**src/rtl/cpu_pkg.sv**
```systemverilog
// Shared CPU definitions used by the data-memory stage: bus widths, the
// memory-stage state encoding and the big-endian byte-lane helpers.
package cpu_pkg;

  localparam int DATA_W = 16;
  localparam int ADDR_W = 16;

  // Byte lanes of a 16-bit word; even byte address maps to the high lane.
  localparam int HI_LANE_MSB = 15;
  localparam int HI_LANE_LSB = 8;
  localparam int LO_LANE_MSB = 7;
  localparam int LO_LANE_LSB = 0;

  typedef enum logic [1:0] {
    MS_IDLE,
    MS_LOAD,
    MS_RMW
  } mem_state_e;

  // Replace one byte lane of a word, keeping the other lane intact.
  function automatic logic [DATA_W-1:0] merge_byte(input logic [DATA_W-1:0] word,
                                                   input logic [7:0]        data,
                                                   input logic              lo_lane);
    logic [DATA_W-1:0] merged;
    merged = word;
    if (lo_lane) merged[LO_LANE_MSB:LO_LANE_LSB] = data;
    else         merged[HI_LANE_MSB:HI_LANE_LSB] = data;
    return merged;
  endfunction

  // Pick one byte lane out of a word.
  function automatic logic [7:0] extract_byte(input logic [DATA_W-1:0] word,
                                              input logic              lo_lane);
    return lo_lane ? word[LO_LANE_MSB:LO_LANE_LSB] : word[HI_LANE_MSB:HI_LANE_LSB];
  endfunction

endpackage

```
**src/rtl/data_mem_unit_if.sv**
```systemverilog
// MEM-stage bus between the pipeline (master) and the data memory unit (slave).
interface data_mem_unit_if;
  import cpu_pkg::*;

  logic              mem_read;
  logic              mem_write;
  logic              byte_op;
  logic [ADDR_W-1:0] addr;
  logic [DATA_W-1:0] wdata;
  logic [DATA_W-1:0] rdata;
  logic              rd_valid;
  logic              stall;
  logic              misalign;
  logic              req_err;

  modport master (
    output mem_read, mem_write, byte_op, addr, wdata,
    input  rdata, rd_valid, stall, misalign, req_err
  );

  modport slave (
    input  mem_read, mem_write, byte_op, addr, wdata,
    output rdata, rd_valid, stall, misalign, req_err
  );

endinterface

```
**src/rtl/data_ram.sv**
```systemverilog
// Synchronous single-port word RAM: write at the clock edge, registered
// read with one cycle of latency (read-before-write on the same index).
module data_ram #(
  parameter int DEPTH  = 256,
  parameter int DATA_W = 16,
  parameter int IDX_W  = $clog2(DEPTH)
) (
  input  logic              clk,
  input  logic              we,
  input  logic [IDX_W-1:0]  idx,
  input  logic [DATA_W-1:0] din,
  output logic [DATA_W-1:0] dout
);

  logic [DATA_W-1:0] mem [DEPTH];

  // Array write and registered read port.
  // NOTE: the storage array has no reset so it maps onto a RAM macro; its contents survive reset.
  always_ff @(posedge clk) begin
    if (we) mem[idx] <= din;
    dout <= mem[idx];
  end

endmodule

```
**src/rtl/data_mem_unit.sv**
```systemverilog
// MEM-stage data memory unit: word/byte loads and stores into a big-endian
// byte-addressed RAM. Loads and byte stores take one stall cycle; byte
// stores are done as a read-modify-write of the containing word.
module data_mem_unit
  import cpu_pkg::*;
#(
  parameter int DEPTH = 256
) (
  input logic            clk,
  input logic            rst,
  data_mem_unit_if.slave bus
);

  localparam int IDX_W = $clog2(DEPTH);

  mem_state_e        state;
  mem_state_e        next_state;

  logic [IDX_W-1:0]  req_idx;
  logic              req_lo;
  logic              req_byte;
  logic [7:0]        req_wbyte;

  logic              ram_we;
  logic [IDX_W-1:0]  ram_idx;
  logic [DATA_W-1:0] ram_din;
  logic [DATA_W-1:0] ram_dout;

  logic [DATA_W-1:0] rdata_q;
  logic              rd_valid_q;
  logic              stall;
  logic              misalign;
  logic              req_err;

  // Address bits above the word index wrap and are deliberately ignored.
  logic              unused_addr_hi;
  assign unused_addr_hi = ^bus.addr[ADDR_W-1:IDX_W+1];

  data_ram #(
    .DEPTH  (DEPTH),
    .DATA_W (DATA_W),
    .IDX_W  (IDX_W)
  ) u_ram (
    .clk  (clk),
    .we   (ram_we),
    .idx  (ram_idx),
    .din  (ram_din),
    .dout (ram_dout)
  );

  // Next-state, RAM control and request-cycle status decode.
  // NOTE: every output of this block gets a default first so no latch is inferred.
  always_comb begin
    next_state = state;
    ram_we     = 1'b0;
    ram_idx    = req_idx;
    ram_din    = bus.wdata;
    stall      = 1'b0;
    misalign   = 1'b0;
    req_err    = 1'b0;

    case (state)
      MS_IDLE: begin
        ram_idx = bus.addr[IDX_W:1];
        if (bus.mem_read && bus.mem_write) begin
          req_err = 1'b1;
        end else if ((bus.mem_read || bus.mem_write) && !bus.byte_op && bus.addr[0]) begin
          misalign = 1'b1;
        end else if (bus.mem_write && !bus.byte_op) begin
          ram_we = 1'b1;
        end else if (bus.mem_read) begin
          stall      = 1'b1;
          next_state = MS_LOAD;
        end else if (bus.mem_write) begin
          stall      = 1'b1;
          next_state = MS_RMW;
        end
      end
      MS_LOAD: begin
        next_state = MS_IDLE;
      end
      MS_RMW: begin
        ram_we     = 1'b1;
        ram_din    = merge_byte(ram_dout, req_wbyte, req_lo);
        next_state = MS_IDLE;
      end
      default: begin
        next_state = MS_IDLE;
      end
    endcase

    // Reset drops any pending write and releases the pipeline immediately.
    if (rst) begin
      next_state = MS_IDLE;
      ram_we     = 1'b0;
      stall      = 1'b0;
      misalign   = 1'b0;
      req_err    = 1'b0;
    end
  end

  // Capture the request context at the issue edge for use in LOAD/RMW.
  always_ff @(posedge clk) begin
    if (state == MS_IDLE) begin
      req_idx   <= bus.addr[IDX_W:1];
      req_lo    <= bus.addr[0];
      req_byte  <= bus.byte_op;
      req_wbyte <= bus.wdata[7:0];
    end
  end

  // State register plus registered load result and its valid pulse.
  // NOTE: sequential state uses non-blocking assignments so all registers update together.
  always_ff @(posedge clk) begin
    if (rst) begin
      state      <= MS_IDLE;
      rdata_q    <= '0;
      rd_valid_q <= 1'b0;
    end else begin
      state      <= next_state;
      rd_valid_q <= (state == MS_LOAD);
      if (state == MS_LOAD) begin
        rdata_q <= req_byte ? {8'h00, extract_byte(ram_dout, req_lo)} : ram_dout;
      end
    end
  end

  assign bus.rdata    = rdata_q;
  assign bus.rd_valid = rd_valid_q;
  assign bus.stall    = stall;
  assign bus.misalign = misalign;
  assign bus.req_err  = req_err;

endmodule

```
**src/flat_wrapper.sv**
```systemverilog
// flat-port wrapper written by rule: the top's interface ports become plain ports
module data_mem_unit_flat import cpu_pkg::*;
#(
  parameter int DEPTH = 256
)
  (clk, rst, bus_mem_read, bus_mem_write, bus_byte_op, bus_addr, bus_wdata, bus_rdata, bus_rd_valid, bus_stall, bus_misalign, bus_req_err);
  data_mem_unit_if bus_i ();
  input logic clk;
  input logic rst;
  input wire logic [$bits(bus_i.mem_read)-1:0] bus_mem_read;
  input wire logic [$bits(bus_i.mem_write)-1:0] bus_mem_write;
  input wire logic [$bits(bus_i.byte_op)-1:0] bus_byte_op;
  input wire logic [$bits(bus_i.addr)-1:0] bus_addr;
  input wire logic [$bits(bus_i.wdata)-1:0] bus_wdata;
  output wire logic [$bits(bus_i.rdata)-1:0] bus_rdata;
  output wire logic [$bits(bus_i.rd_valid)-1:0] bus_rd_valid;
  output wire logic [$bits(bus_i.stall)-1:0] bus_stall;
  output wire logic [$bits(bus_i.misalign)-1:0] bus_misalign;
  output wire logic [$bits(bus_i.req_err)-1:0] bus_req_err;
  assign bus_i.mem_read = bus_mem_read;
  assign bus_i.mem_write = bus_mem_write;
  assign bus_i.byte_op = bus_byte_op;
  assign bus_i.addr = bus_addr;
  assign bus_i.wdata = bus_wdata;
  assign bus_rdata = bus_i.rdata;
  assign bus_rd_valid = bus_i.rd_valid;
  assign bus_stall = bus_i.stall;
  assign bus_misalign = bus_i.misalign;
  assign bus_req_err = bus_i.req_err;
  data_mem_unit #(.DEPTH(DEPTH)) u_core (.clk(clk), .rst(rst), .bus(bus_i));
endmodule
```
**config.mk**
```make
export PLATFORM = sky130hd
export DESIGN_NAME = data_mem_unit_flat
export DESIGN_NICKNAME = d
export VERILOG_FILES = /design/src/rtl/cpu_pkg.sv /design/src/rtl/data_mem_unit_if.sv /design/src/rtl/data_ram.sv /design/src/rtl/data_mem_unit.sv /design/src/flat_wrapper.sv
export SDC_FILE = /design/constraint.sdc
export NUM_CORES = 2
export LEC_CHECK = 0
export CAP_MARGIN = 20
export CORE_MARGIN = 2
export CORE_UTILIZATION = 50
export DETAILED_ROUTE_END_ITERATION = 16
export GPL_TIMING_DRIVEN = 0
export HOLD_SLACK_MARGIN = 0.03
export PLACE_DENSITY = 0.69
export SKIP_LAST_GASP = 1
export SLEW_MARGIN = 15
export SYNTH_ARGS = -nofsm -noshare
export SYNTH_HDL_FRONTEND = slang
export SYNTH_SLANG_ARGS = --single-unit
```
**constraint.sdc**
```tcl
create_clock -name clk -period 17.43 [get_ports clk]
set_clock_uncertainty 0.05 [all_clocks]
set_input_delay 3.486 -clock clk [delete_from_list [all_inputs] [get_ports clk]]
set_output_delay 3.486 -clock clk [all_outputs]
set_load 0.005 [all_outputs]
```
Word level (Yosys, flattened, before mapping). Memory sizes are Yosys's and may differ from the RTL's. A register that Yosys moved wholly into a read port is not among the register bits. Index checks and enable logic that the tools add are counted. Widths: inputs -> output; s select.

Bits in registers: 37. Memory bits (writable): 4096. Input port bits: 37. Memories kept: 1.

Equality and inequality tests: 2. Mux-type cells: 29. Bitwise logic cells: 4. Reduce and logical (&&, ||, !) cells: 10.

Memories: u_core.u_ram.mem (words 256, width 16, read ports 1, clocked after memory_dff 1, write ports 1, RTL line data_ram.sv:15) `logic [DATA_W-1:0] mem [DEPTH];`.

Operators by type and width (number): $mux 16 (2); $mux 8 (4); $mux 1 (20); $logic_and 1x1->1 (4); $mux 2 (2); $not 1->1 (4); $reduce_and 4->1 (1); $eq 2x1->1 const B (1); $eq 2x2->1 const B (1); $logic_not 2->1 (1); $pmux 1 s2 (1); $reduce_bool 2->1 (1); $reduce_or 2->1 (1); $logic_not 1->1 (1); $logic_or 1x1->1 (1).

Depth between registers and ports, before layout.
Depth after elaboration: 9. Gate-level depth with buffers: 15.

Hierarchy. From an unflattened synthesis, not the netlist that was laid out.

Cells, all modules: 6903. Area, all modules: 157180.7 sq um.

Modules (own cells, without submodules): data_ram (instances 1, cells an instance 6727, area an instance 155399.0 sq um); data_mem_unit (instances 1, cells an instance 176, area an instance 1781.7 sq um).

Least setup slack after synthesis. No wires, ideal clock.

Kind: register -> register. Start: reg u_core.req_lo. End: mem u_core.u_ram.mem[0][10] (data pin). Arrival time: 11186 ps. Setup slack: 4007 ps. Stages on the path, launching flop included: 5. Buffers on the path: 2. Clock period less this slack: 13423 ps. Cell sequence: edfxtp_1 -> clkbuf_1 -> buf_1 -> mux2i_1 -> o21ai_0.

Longest elaborated chain between the ends: 2.

Ends and longest elaborated chain: from (decl) (RTL line data_mem_unit.sv:20) `logic req_lo;`; from (signal assigned) (RTL line data_mem_unit.sv:106) `req_lo <= bus.addr[0];`; $mux 8 (RTL line cpu_pkg.sv:26) `if (lo_lane) merged[LO_LANE_MSB:LO_LANE_LSB] = data;`; $mux 16 (RTL line data_mem_unit.sv:62) `case (state)`; named net u_core.ram_din[10] (RTL line data_mem_unit.sv:26) `logic [DATA_W-1:0] ram_din;`; to (decl) (RTL line data_ram.sv:15).

The timed path passes the listed nets, and every way through them passes these cells.

Worst setup path after layout.
Start: in bus_addr[1]. End: mem u_core.u_ram.mem[46][5] (enable).

Longest elaborated chain between the ends: 1.

Ends and longest elaborated chain: from (decl) (RTL line flat_wrapper.sv:13) `input wire logic [$bits(bus_i.addr)-1:0] bus_addr;`; $mux 8.

No other way between the ends.

==> flow_metrics.py <==
metrics = {
    "outcome": {
        "run_status": "complete, but fails checks",
        "failed_checks": "antenna rules",
    },
    "clock_tree": {
        "numClockSinks": 4149,
        "cts.repair.resized": 0,
        "cts.root.buffer_cell": "sky130_fd_sc_hd__clkbuf_16",
        "post-cts-setup-buffer-count": 0,
        "clock_tree.htree_level_count": 5,
        "tritoncts_clock_tree": "built",
        "cts_max_path_buffers": 4,
        "cts_buffers": 408,
        "worst_setup_hold_path_clk_slew_ps": 60,
        "clkLatencyLatePin_ps": 990,
        "number_of_hold_buffers_added_after_cts": 0,
    },
    "floorplanning": {
        "ioPinCount": 57,
        "die-area_um2": 328700,
        "floorplan.initialDensity": 0.5010,
        "die_width_um": 573.3,
        "floorplan.core_area_um2": 323500,
        "placementRows": 209,
        "die_height_um": 573.3,
    },
    "routing": {
        "drt_first_iter_violations": 16520,
        "detail_route.first_pass.iterations": 8,
        "route.detailed.wl_per_inst_um": 36.41,
        "drc": 0,
        "wire_length_reported_by_the_detailed_router_um": 529700,
        "detail-route-antenna-nets": 1,
        "vias_per_cell": 6.707,
        "vias": 97570,
    },
    "worst_setup_path": {
        "timing.critical_path.required_ps": 17960,
        "path_class": "input pin to flip-flop",
        "worstSetupStartpoint": "bus_addr[1]",
        "setup.worst_path.end_class": "flip-flop",
        "arrival_ps": 9390,
        "critical_path_peak_fanout": 16,
        "reg2reg_slack_ps": 10500,
        "worst_r2r_startpoint": "u_core.state[1]",
        "critical_path.reg2reg.endpoint": "u_core.u_ram.mem[46][5]",
        "timing.critical_path.from_type": "input pin",
        "worst-r2r-cell-count": 12,
    },
    "final_layout": {
        "synthToLayoutAreaGrowth_pct": 16.60,
        "design_area_um2": 189000,
        "fin_nets": 9905,
        "finish.utilization": 0.5842,
        "share_of_cells_above_drive_strength_1": 0.2025,
        "nFillCells": 23370,
    },
    "pwr": {
        "power_density_nw_per_um2": 116.4,
        "share_clk_of_total_power": 0.398,
        "leakage_uw": 0.06064,
        "max-vdd-ir-drop_mv": 0.1012,
        "total_switching_power_uw": 5344,
        "share_of_total_power_in_sequential_cells": 0.504,
        "p_comb_frac": 0.097,
        "pint_uw": 16650,
        "power_switching_share": 0.2430,
    },
    "sta": {
        "final_min_period_over_clock_period": 0.5084,
        "timing.final.setup_violations": 0,
        "tns_ps": 0,
        "rsz0062_at_grt": "false",
        "timing.final.max_slew_violations": 0,
        "max-slew-margin-rel": 0.07303,
        "hold_viol_final": 0,
        "post-route-min-period_ps": 8862,
        "tightest_slew_ps": 1390,
        "max_freq_ghz": 0.1128,
        "fin_ws_ps": 8568,
    },
    "place": {
        "placed_cell_area_um2": 175700,
        "preCtsSetupSlack_ps": 7894,
        "io_buffer_count": 49,
        "gp_routability_congestion": 1.035,
        "post-dp-hpwl_um": 381800,
    },
    "yosys": {
        "yosys_warnings": 0,
        "syn-mean-instance-area_um2": 17.90,
        "async_flop_share": 0,
        "synth.cell_area_um2": 162100,
        "yosysUniqueCellTypes": 58,
        "syn_inst": 9056,
        "synth-seq-cells": 4149,
        "synth-edff-count": 4106,
        "synth.yosys.seq_area_share": 0.7661,
        "dominantRegCellSynth": "sky130_fd_sc_hd__edfxtp_1",
        "syn_nets": 9093,
    },
    "flow_run": {
        "maxCapViolations": 0,
    },
    "global_route": {
        "grt_usage": 0.3159,
        "global_route.overflow_total": 0,
        "grt_pass1_vias": 93340,
        "initial_antenna_violation_count": 43,
        "grt_start_max_net_pins": 37,
        "grt_pass1_wl_um": 725100,
    },
    "hold_path": {
        "holdPathEnd": "u_core.bus.rdata[8]",
        "min-delay-start": "u_core.bus.rdata[8]",
        "hold_depth": 2,
        "hp-class": "flip-flop to flip-flop",
    },
}
[layout make-up]
cell class / count / area, um2 / area share
repair buffers: 402 / 7330 / 0.03879
clock inverters: 251 / 2486 / 0.01316
well taps: 4325 / 5411 / 0.02864
clock buffers: 494 / 10700 / 0.05661
diodes: 19 / 47.55 / 0.0002516
flip-flops and latches: 4149 / 124200 / 0.6570
plain buffers: 669 / 3089 / 0.01635
inverters: 11 / 51.30 / 0.0002715
multi-input cells: 4227 / 35700 / 0.1889
[cell usage in the layout, fill, tap and decap left out, types with 90 or more instances in the layout]
cell type / Yosys / routed
sky130_fd_sc_hd__edfxtp_1: 4106 / 4106
sky130_fd_sc_hd__nand3_1: 577 / 568
sky130_fd_sc_hd__mux2i_1: 537 / 537
sky130_fd_sc_hd__nand2_1: 462 / 462
sky130_fd_sc_hd__mux4_2: 448 / 448
sky130_fd_sc_hd__clkbuf_16: 0 / 412
sky130_fd_sc_hd__clkbuf_1: 332 / 381
sky130_fd_sc_hd__o21ai_0: 341 / 324
sky130_fd_sc_hd__a221oi_1: 256 / 256
sky130_fd_sc_hd__nor2_2: 1 / 254
sky130_fd_sc_hd__buf_2: 232 / 235
sky130_fd_sc_hd__and3_1: 210 / 210
sky130_fd_sc_hd__a22oi_1: 208 / 208
sky130_fd_sc_hd__a211oi_1: 200 / 200
sky130_fd_sc_hd__a31oi_1: 133 / 133
sky130_fd_sc_hd__a311o_1: 128 / 128
sky130_fd_sc_hd__buf_16: 0 / 117
sky130_fd_sc_hd__a21oi_1: 106 / 106
sky130_fd_sc_hd__buf_8: 0 / 98
sky130_fd_sc_hd__clkinv_1: 1 / 90
[worst max-delay path by stage]
stage | to | slack, ps | cells past startpoint
after floorplan | u_core.u_ram.mem[0][10] | 4010 | 4
after global placement | u_core.u_ram.mem[48][7] | -15860 | 5
after detailed placement | u_core.u_ram.mem[188][0] | 7890 | 8
after CTS | bus_stall | 8830 | 6
after global routing | bus_stall | 8780 | 6
final | u_core.u_ram.mem[46][5] | 8570 | 9
[registers in the layout, indices dropped and copies added (netlist names)]
register	cells
u_core.u_ram.mem	4096
u_core.bus.rdata	16
u_core.u_ram.dout	16
u_core.req_idx	8
u_core.req_wbyte	8
u_core.state	2
u_core.bus.rd_valid	1
u_core.req_byte	1
u_core.req_lo	1
[power by group through the flow]
stage	registers, uW	logic (uW)	clock network (uW)
floorplan	11500	979	0
global placement	11800	1810	0
detailed placement	11300	2060	0
CTS	11100	2060	8770
global route	11100	2170	9150
finish	11100	2140	8760
[worst max-delay path: stages]
cell,delay [ps]
sky130_fd_sc_hd__clkdlybuf4s50_1,620
sky130_fd_sc_hd__mux2i_1,520
sky130_fd_sc_hd__buf_2,540
sky130_fd_sc_hd__clkinv_1,660
sky130_fd_sc_hd__nor3_1,720
sky130_fd_sc_hd__nand3_1,1110
sky130_fd_sc_hd__clkbuf_2,670
sky130_fd_sc_hd__buf_16,290
sky130_fd_sc_hd__nor2_2,720
[cells by family after synthesis]
family,count (synthesis),share of synthesized area
and+or+nand+nor,1712,0.05108
muxes,987,0.09570
buffers and inverters,680,0.01911
AOI/OAI and AO/OA,1527,0.06797
DFF,4149,0.7661
xor gates and xnor gates,1,0.00005405
[metal layers]
layer | vias to the layer above | global-route usage | wire length, um
met3 | 1227 | 0.1033 | 70560
met1 | 50200 | 0.4146 | 190500
li1 | 38950 | - | -
met5 | - | 0 | 162
met2 | 7164 | 0.4723 | 235400
met4 | 24 | 0.1636 | 33070
[per-stage QoR]
stage | hold WS, ps | total power, uW | std cells
2_1_floorplan | 398.3 | 12450 | 9056
3_3_place_gp | 398.5 | 13600 | 13430
3_5_place_dp | 401.3 | 13350 | 13780
4_1_cts | 410.1 | 21920 | 14520
5_1_grt | 428.6 | 22400 | 14530
6_report | 410.6 | 21990 | 14550
[cells in the mapped netlist, types with 17 or more instances]
library cell | instances | share of area
sky130_fd_sc_hd__a211oi_1 | 200 | 0.0093
sky130_fd_sc_hd__a21oi_1 | 106 | 0.0033
sky130_fd_sc_hd__a221oi_1 | 256 | 0.014
sky130_fd_sc_hd__a22oi_1 | 208 | 0.0096
sky130_fd_sc_hd__a311o_1 | 128 | 0.0079
sky130_fd_sc_hd__a31o_2 | 64 | 0.0035
sky130_fd_sc_hd__a31oi_1 | 133 | 0.0051
sky130_fd_sc_hd__and3_1 | 210 | 0.0081
sky130_fd_sc_hd__buf_1 | 55 | 0.0013
sky130_fd_sc_hd__buf_2 | 232 | 0.0072
sky130_fd_sc_hd__buf_4 | 35 | 0.0016
sky130_fd_sc_hd__clkbuf_1 | 332 | 0.0077
sky130_fd_sc_hd__dfxtp_1 | 43 | 0.0053
sky130_fd_sc_hd__edfxtp_1 | 4106 | 0.76
sky130_fd_sc_hd__mux2i_1 | 537 | 0.033
sky130_fd_sc_hd__mux4_2 | 448 | 0.062
sky130_fd_sc_hd__nand2_1 | 462 | 0.011
sky130_fd_sc_hd__nand3_1 | 577 | 0.018
sky130_fd_sc_hd__nand4_1 | 80 | 0.0031
sky130_fd_sc_hd__nor2_1 | 270 | 0.0063
sky130_fd_sc_hd__nor3_1 | 25 | 0.00077
sky130_fd_sc_hd__nor4_1 | 17 | 0.00066
sky130_fd_sc_hd__o21ai_0 | 341 | 0.011
sky130_fd_sc_hd__o41ai_1 | 64 | 0.0035
(Power assumes the default switching activity.)
